[src/rtl/mem_stage_pkg.sv]
// Shared definitions for the memory stage: funct3 access sizes, FSM states,
// and the size-dependent alignment / byte-enable / store-data helpers.
package mem_stage_pkg;

  localparam logic [2:0] LB  = 3'b000;
  localparam logic [2:0] LH  = 3'b001;
  localparam logic [2:0] LW  = 3'b010;
  localparam logic [2:0] LBU = 3'b100;
  localparam logic [2:0] LHU = 3'b101;
  localparam logic [2:0] SB  = 3'b000;
  localparam logic [2:0] SH  = 3'b001;
  localparam logic [2:0] SW  = 3'b010;

  typedef enum logic {S_IDLE, S_BUSY} state_t;

  typedef enum logic [1:0] {SZ_BYTE, SZ_HALF, SZ_WORD} size_cls_t;

  // Stores only know SB/SH/SW; any other code (including LBU/LHU) is a word.
  function automatic size_cls_t size_cls(input logic [2:0] sz, input logic st);
    size_cls = SZ_WORD;
    if (st) begin
      case (sz)
        SB:      size_cls = SZ_BYTE;
        SH:      size_cls = SZ_HALF;
        default: size_cls = SZ_WORD;
      endcase
    end else begin
      case (sz)
        LB, LBU: size_cls = SZ_BYTE;
        LH, LHU: size_cls = SZ_HALF;
        default: size_cls = SZ_WORD;
      endcase
    end
  endfunction

  function automatic logic aligned(input size_cls_t c, input logic [1:0] a);
    case (c)
      SZ_BYTE: aligned = 1'b1;
      SZ_HALF: aligned = ~a[0];
      default: aligned = (a == 2'b00);
    endcase
  endfunction

  function automatic logic [3:0] byte_en(input size_cls_t c, input logic [1:0] a,
                                         input logic st);
    byte_en = 4'b1111;
    if (st) begin
      case (c)
        SZ_BYTE: byte_en = 4'b0001 << a;
        SZ_HALF: byte_en = 4'b0011 << a;
        default: byte_en = 4'b1111;
      endcase
    end
  endfunction

  function automatic logic [31:0] store_data(input size_cls_t c, input logic [31:0] wd);
    case (c)
      SZ_BYTE: store_data = {4{wd[7:0]}};
      SZ_HALF: store_data = {2{wd[15:0]}};
      default: store_data = wd;
    endcase
  endfunction

endpackage

[src/rtl/mem_stage_load_extend.sv]
// Picks the addressed byte/halfword lane out of a read word and sign- or
// zero-extends it according to the funct3 load size.
module load_extend
  import mem_stage_pkg::*;
(
  input  logic [31:0] rdata,
  input  logic [1:0]  addr,
  input  logic [2:0]  size_ctl,
  output logic [31:0] data
);

  logic [7:0]  byte_lane;
  logic [15:0] half_lane;

  always_comb begin
    case (addr)
      2'd0:    byte_lane = rdata[7:0];
      2'd1:    byte_lane = rdata[15:8];
      2'd2:    byte_lane = rdata[23:16];
      default: byte_lane = rdata[31:24];
    endcase
    half_lane = addr[1] ? rdata[31:16] : rdata[15:0];
  end

  always_comb begin
    case (size_ctl)
      LB:      data = {{24{byte_lane[7]}}, byte_lane};
      LH:      data = {{16{half_lane[15]}}, half_lane};
      LBU:     data = {24'd0, byte_lane};
      LHU:     data = {16'd0, half_lane};
      default: data = rdata;
    endcase
  end

endmodule

[src/rtl/mem_stage.sv]
// Memory pipeline stage: issues one data-bus access per load/store, stalls
// execute until ack (or watchdog abort), and registers the writeback bundle.
module mem_stage
  import mem_stage_pkg::*;
#(
  parameter int MAX_WAIT = 255
) (
  input  logic        clk,
  input  logic        reset,
  input  logic [31:0] alu_result,
  input  logic [31:0] write_data,
  input  logic [31:0] pc_plus_4,
  input  logic [4:0]  dr_num,
  input  logic [1:0]  result_src,
  input  logic        reg_write,
  input  logic        mem_read,
  input  logic        mem_write,
  input  logic [2:0]  size_ctl,
  output logic        stall,
  output logic        dmem_req,
  output logic        dmem_we,
  output logic [31:0] dmem_addr,
  output logic [3:0]  dmem_be,
  output logic [31:0] dmem_wdata,
  input  logic        dmem_ack,
  input  logic [31:0] dmem_rdata,
  output logic [31:0] wb_alu_result,
  output logic [31:0] wb_read_data,
  output logic [31:0] wb_pc_plus_4,
  output logic [4:0]  wb_dr_num,
  output logic [1:0]  wb_result_src,
  output logic        wb_reg_write,
  output logic [31:0] fwd_data,
  output logic        bus_err,
  output logic        misalign_err
);

  localparam int WD_W = (MAX_WAIT < 2) ? 1 : $clog2(MAX_WAIT + 1);
  localparam logic [WD_W-1:0] WD_LAST = WD_W'(MAX_WAIT - 1);

  state_t          state, state_nx;
  logic [WD_W-1:0] wd_cnt;

  // Bus request captured at issue so it stays stable for the whole access.
  logic [31:0] req_addr, req_wdata;
  logic [3:0]  req_be;
  logic        req_we;
  logic [1:0]  req_lane;
  logic [2:0]  req_size;

  logic        is_mem, is_aligned;
  size_cls_t   cls;
  logic        start, capture, abort, misalign;
  logic [31:0] ext_data;

  assign is_mem     = mem_read | mem_write;
  assign cls        = size_cls(size_ctl, mem_write);
  assign is_aligned = aligned(cls, alu_result[1:0]);
  assign fwd_data   = alu_result;

  always_comb begin
    state_nx = state;
    stall    = 1'b0;
    start    = 1'b0;
    capture  = 1'b0;
    abort    = 1'b0;
    misalign = 1'b0;
    case (state)
      S_IDLE: begin
        if (!is_mem) begin
          capture = 1'b1;
        end else if (is_aligned) begin
          start    = 1'b1;
          stall    = 1'b1;
          state_nx = S_BUSY;
        end else begin
          misalign = 1'b1;
        end
      end
      S_BUSY: begin
        // Ack wins over a watchdog expiry in the same cycle.
        if (dmem_ack) begin
          capture  = 1'b1;
          state_nx = S_IDLE;
        end else if (wd_cnt == WD_LAST) begin
          abort    = 1'b1;
          state_nx = S_IDLE;
        end else begin
          stall = 1'b1;
        end
      end
      default: state_nx = S_IDLE;
    endcase
  end

  always_ff @(posedge clk) begin
    if (reset) begin
      state <= S_IDLE;
      wd_cnt <= '0;
    end else begin
      state <= state_nx;
      if (start || state_nx == S_IDLE) wd_cnt <= '0;
      else                             wd_cnt <= wd_cnt + 1'b1;
    end
  end

  always_ff @(posedge clk) begin
    if (reset) begin
      req_addr  <= '0;
      req_wdata <= '0;
      req_be    <= '0;
      req_we    <= 1'b0;
      req_lane  <= '0;
      req_size  <= '0;
    end else if (start) begin
      req_addr  <= {alu_result[31:2], 2'b00};
      req_wdata <= store_data(cls, write_data);
      req_be    <= byte_en(cls, alu_result[1:0], mem_write);
      req_we    <= mem_write;
      req_lane  <= alu_result[1:0];
      req_size  <= size_ctl;
    end
  end

  assign dmem_req   = (state == S_BUSY);
  assign dmem_we    = req_we;
  assign dmem_addr  = req_addr;
  assign dmem_be    = req_be;
  assign dmem_wdata = req_wdata;

  load_extend u_load_extend (
    .rdata    (dmem_rdata),
    .addr     (req_lane),
    .size_ctl (req_size),
    .data     (ext_data)
  );

  // Anything that is not a capture (stall, abort, misalign) writes a bubble.
  always_ff @(posedge clk) begin
    if (reset) begin
      wb_alu_result <= '0;
      wb_read_data  <= '0;
      wb_pc_plus_4  <= '0;
      wb_dr_num     <= '0;
      wb_result_src <= '0;
      wb_reg_write  <= 1'b0;
      bus_err       <= 1'b0;
      misalign_err  <= 1'b0;
    end else begin
      bus_err      <= abort;
      misalign_err <= misalign;
      if (capture) begin
        wb_alu_result <= alu_result;
        wb_pc_plus_4  <= pc_plus_4;
        wb_dr_num     <= dr_num;
        wb_result_src <= result_src;
        wb_reg_write  <= reg_write;
        wb_read_data  <= (state == S_BUSY && !req_we) ? ext_data : 32'd0;
      end else begin
        wb_reg_write <= 1'b0;
      end
    end
  end

endmodule

[config.mk]
export PLATFORM = sky130hd
export DESIGN_NAME = mem_stage
export DESIGN_NICKNAME = d
export VERILOG_FILES = /design/src/rtl/mem_stage_pkg.sv /design/src/rtl/mem_stage_load_extend.sv /design/src/rtl/mem_stage.sv
export SDC_FILE = /design/constraint.sdc
export NUM_CORES = 1
export LEC_CHECK = 0
export CAP_MARGIN = 20
export CORE_ASPECT_RATIO = 0.5
export CORE_UTILIZATION = 24
export CTS_CLUSTER_DIAMETER = 50
export CTS_CLUSTER_SIZE = 25
export DETAILED_ROUTE_END_ITERATION = 16
export DONT_BUFFER_PORTS = 1
export GPL_TIMING_DRIVEN = 0
export HOLD_SLACK_MARGIN = 0.06
export SLEW_MARGIN = 5
export SYNTH_ARGS = -nofsm -noshare
export SYNTH_HDL_FRONTEND = slang
export SYNTH_HIERARCHICAL = 1
export SYNTH_SLANG_ARGS = --single-unit
[constraint.sdc]
create_clock -name clk -period 2 [get_ports clk]
set_clock_uncertainty 0.1 [all_clocks]
set_input_delay 0.2 -clock clk [delete_from_list [all_inputs] [get_ports clk]]
set_output_delay 0.2 -clock clk [all_outputs]
set_load 0.01 [all_outputs]
==> impl_metrics.env <==
export IMPL_status="finished with violations"
export IMPL_violations="negative setup slack"
export IMPL_dr_total_vias=7463
export IMPL_die_height_microns=128
export IMPL_antenna_found_initial=0
export IMPL_wire_per_inst_microns=19.4
export IMPL_layout_commonest_cell="nand2_1"
export IMPL_setup_tns_ns=-0.0691
export IMPL_path_class="flip-flop to primary output"
export IMPL_power_density_mw_per_mm2=884
export IMPL_layout_setup_ws_ns=-0.0304
export IMPL_synthTopCellsByArea="dfxtp_1 49%, nand2_1 15%, a21oi_1 8.4%"
export IMPL_grt_overflow=0
export IMPL_first_iter_violations=586
export IMPL_max_cap_violations=0
export IMPL_max_freq_mhz=493
export IMPL_die_area_sq_mm=0.0327
export IMPL_synth_top_flop_cell="dfxtp_1"
export IMPL_clkSlewWorstSetupHoldPaths_ns=0.08
export IMPL_crit_buf_inv=2
export IMPL_ys_types=43
export IMPL_cts_made_buffers=17
export IMPL_min_period_ns=2.03
export IMPL_row_count=45
export IMPL_synth_edf_count=0
export IMPL_drive_gt1_share_pct=10.8
export IMPL_maxSlewViolCount=0
export IMPL_final_cell_mix="300 x nand2_1, 185 x dfxtp_1, 142 x dlygate4sd3_1"
export IMPL_synthCells=956
export IMPL_place_area_sq_mm=0.00822
export IMPL_worstPathCellList="buf_8 -> o21bai_4 -> a221o_1 -> clkbuf_16 -> nand2_8"
export IMPL_syn_avg_cell_area_sq_um=8.03
export IMPL_worstPathRequired_ns=1.70
export IMPL_cpLargestDelayFamily="compound AO/OA/AOI/OAI gates"
export IMPL_first_pass_iters=5
export IMPL_synth_top_area_cell="dfxtp_1"
export IMPL_synth_seq_cells=187
export IMPL_clock_root_buffer="clkbuf_16"
export IMPL_gp_congestion=0.881
export IMPL_maxSlewHeadroom_pct=37.9
export IMPL_cts_htree_levels=4
export IMPL_tritoncts="built"
export IMPL_core_area_sq_mm=0.0309
export IMPL_hp_start="dmem_rdata[28]"
export IMPL_r2r_start="req_size[1]"
export IMPL_drc=0
export IMPL_cp_end_kind="primary output"
export IMPL_hold_worst_slack_ns=0.0744
export IMPL_cts_sinks=187
export IMPL_hold_depth=3
export IMPL_cpPeakStageDelay_ns=0.38
export IMPL_routed_wl_mm=30.2
export IMPL_fin_crit_sh_pct=102
export IMPL_grt_use_total_pct=17.9
export IMPL_peakVddDrop_mv=0.535
export IMPL_hold_class="primary input to flip-flop"
export IMPL_path_max_fanout=8
export IMPL_fin_util_pct=33.7
export IMPL_yosysTopAreaCellShare_pct=48.8
export IMPL_min_to="wb_read_data[28]"
export IMPL_cts_buffer_depth=2
export IMPL_numPortBuffers=0
export IMPL_nNetsFinal=1267
export IMPL_crit_slowest_cell="dfxtp_4"
export IMPL_setup_viol=3
export IMPL_post_drt_via_cell_ratio=4.79
export IMPL_ios=353
export IMPL_grt_pass1_wl_mm=43.8
export IMPL_synth_area_sq_mm=0.00767
export IMPL_r2r_cells=7
export IMPL_final_area_sq_mm=0.0104
export IMPL_rr_endpoint="wb_read_data[27]"
export IMPL_rsz0062_at_grt="yes"
export IMPL_cellLeakagePower_nw=3.95
export IMPL_worstMarginPinSlew_ns=0.926
export IMPL_drt_antenna_violating_nets=0
export IMPL_synthArstFlopShare_pct=0
export IMPL_area_growth_synth_to_final_pct=35.4
export IMPL_yosysSeqAreaShare_pct=48.8
export IMPL_grt_pass1_vias=7032
export IMPL_initial_utilization_pct=24.9
export IMPL_final_hold_viol_count=0
export IMPL_start_kind="flip-flop"
export IMPL_power_mw=9.18
export IMPL_dp_hpwl_mm=21.5
export IMPL_yosysWarnings=6
export IMPL_arrival_ns=1.73
export IMPL_die_x_microns=255
export IMPL_insertion_delay_ns=0.45
export IMPL_r2r_slack_ns=0.07
export IMPL_grt_max_degree=20
-- cell type report --
cell class / instances / area (sq um)
Antenna cell: 1 / 2.50
Buffer: 105 / 638
Clock buffer: 17 / 425
Clock inverter: 15 / 180
Fill cell: 3265 / 20500
Inverter: 5 / 18.8
Multi-Input combinational cell: 658 / 3380
Sequential cell: 187 / 3750
Tap cell: 423 / 529
Timing Repair Buffer: 147 / 1460
-- worst reg2reg max path, cell delays in order (launching register included) --
cell	delay (ns)
dfxtp_1	0.33
buf_6	0.13
or3_1	0.42
or3_1	0.31
buf_2	0.16
buf_6	0.14
o21ai_0	0.11
a22o_1	0.16
-- worst max path at each step --
stage | startpoint | endpoint | slack, ns | cells after the start
2_1_floorplan | dmem_req | stall | 0.17 | 6
3_3_place_gp | dmem_req | wb_read_data[7] | -0.75 | 5
3_5_place_dp | dmem_req | stall | -0.42 | 6
4_1_cts | dmem_req | stall | -0.12 | 6
5_1_grt | wd_cnt[0] | stall | -0.10 | 6
6_report | dmem_req | stall | -0.03 | 5
-- state kept, by name, indices dropped and copies added (netlist names), 2 cells and up --
signal         cells
dmem_wdata        32
wb_alu_result     32
wb_pc_plus_4      32
wb_read_data      32
dmem_addr         30
wd_cnt             8
wb_dr_num          5
dmem_be            4
req_size           3
req_lane           2
wb_result_src      2
-- timing repair --
item / 4_1_cts / 5_1_grt
setup buffers: 2 / 2
pin swaps: 0 / 3
hold buffers: 142 / 0
endpoints found under the setup margin: 143 / 88
resized for setup: 32 / 23
hold endpoints to repair: 179 / 0
-- logic make-up after synthesis --
| logic type | count (synthesis) | share of synthesized area [%] |
|---|---|---|
| compound gates | 247 | 20.5 |
| fa+ha+maj | 2 | 0.326 |
| mux | 2 | 0.277 |
| other cells | 1 | 0.0489 |
| flops | 187 | 48.8 |
| buf+inv | 112 | 7.93 |
| xor+xnor | 3 | 0.343 |
| simple gates | 402 | 21.7 |
-- through the flow --
step	worst slack (ns)	std cells
6_report	-0.0304	1558
5_1_grt	-0.104	1557
4_1_cts	-0.120	1556
3_5_place_dp	-0.419	1381
3_3_place_gp	-0.750	1380
2_1_floorplan	0.167	957
-- cell usage after synthesis, types with 2 or more instances --
cell / n
a211oi_1: 3
a21o_1: 2
a21oi_1: 129
a221o_1: 9
a22o_1: 32
a22oi_1: 7
a311oi_1: 26
a31oi_1: 2
and3_1: 9
buf_1: 2
buf_2: 6
buf_4: 42
buf_6: 3
clkbuf_1: 54
dfxtp_1: 187
ha_1: 2
inv_1: 5
nand2_1: 301
nand2b_1: 10
nand3_1: 5
nor2_1: 38
nor2b_1: 22
nor3_1: 4
nor3b_1: 4
o21ai_0: 26
o21ai_1: 4
o21bai_1: 2
or3_1: 4
xor2_1: 2
-- power by group --
part | internal, mW | switching, mW | total [mW]
combinational | 0.607 | 0.793 | 1.40
clock | 1.80 | 1.73 | 3.53
sequential | 3.95 | 0.304 | 4.26
-- per-layer routing --
layer  up-vias  track usage, %  wire length, microns
met2       274            29.7                 14800
met1      3585            22.6                 12800
met3        63            4.59                  1800
met4         0            5.78                   876
met5         -               0                     0
li1       3541               -                     -
Note: power is estimated with default switching activity, not from simulation.
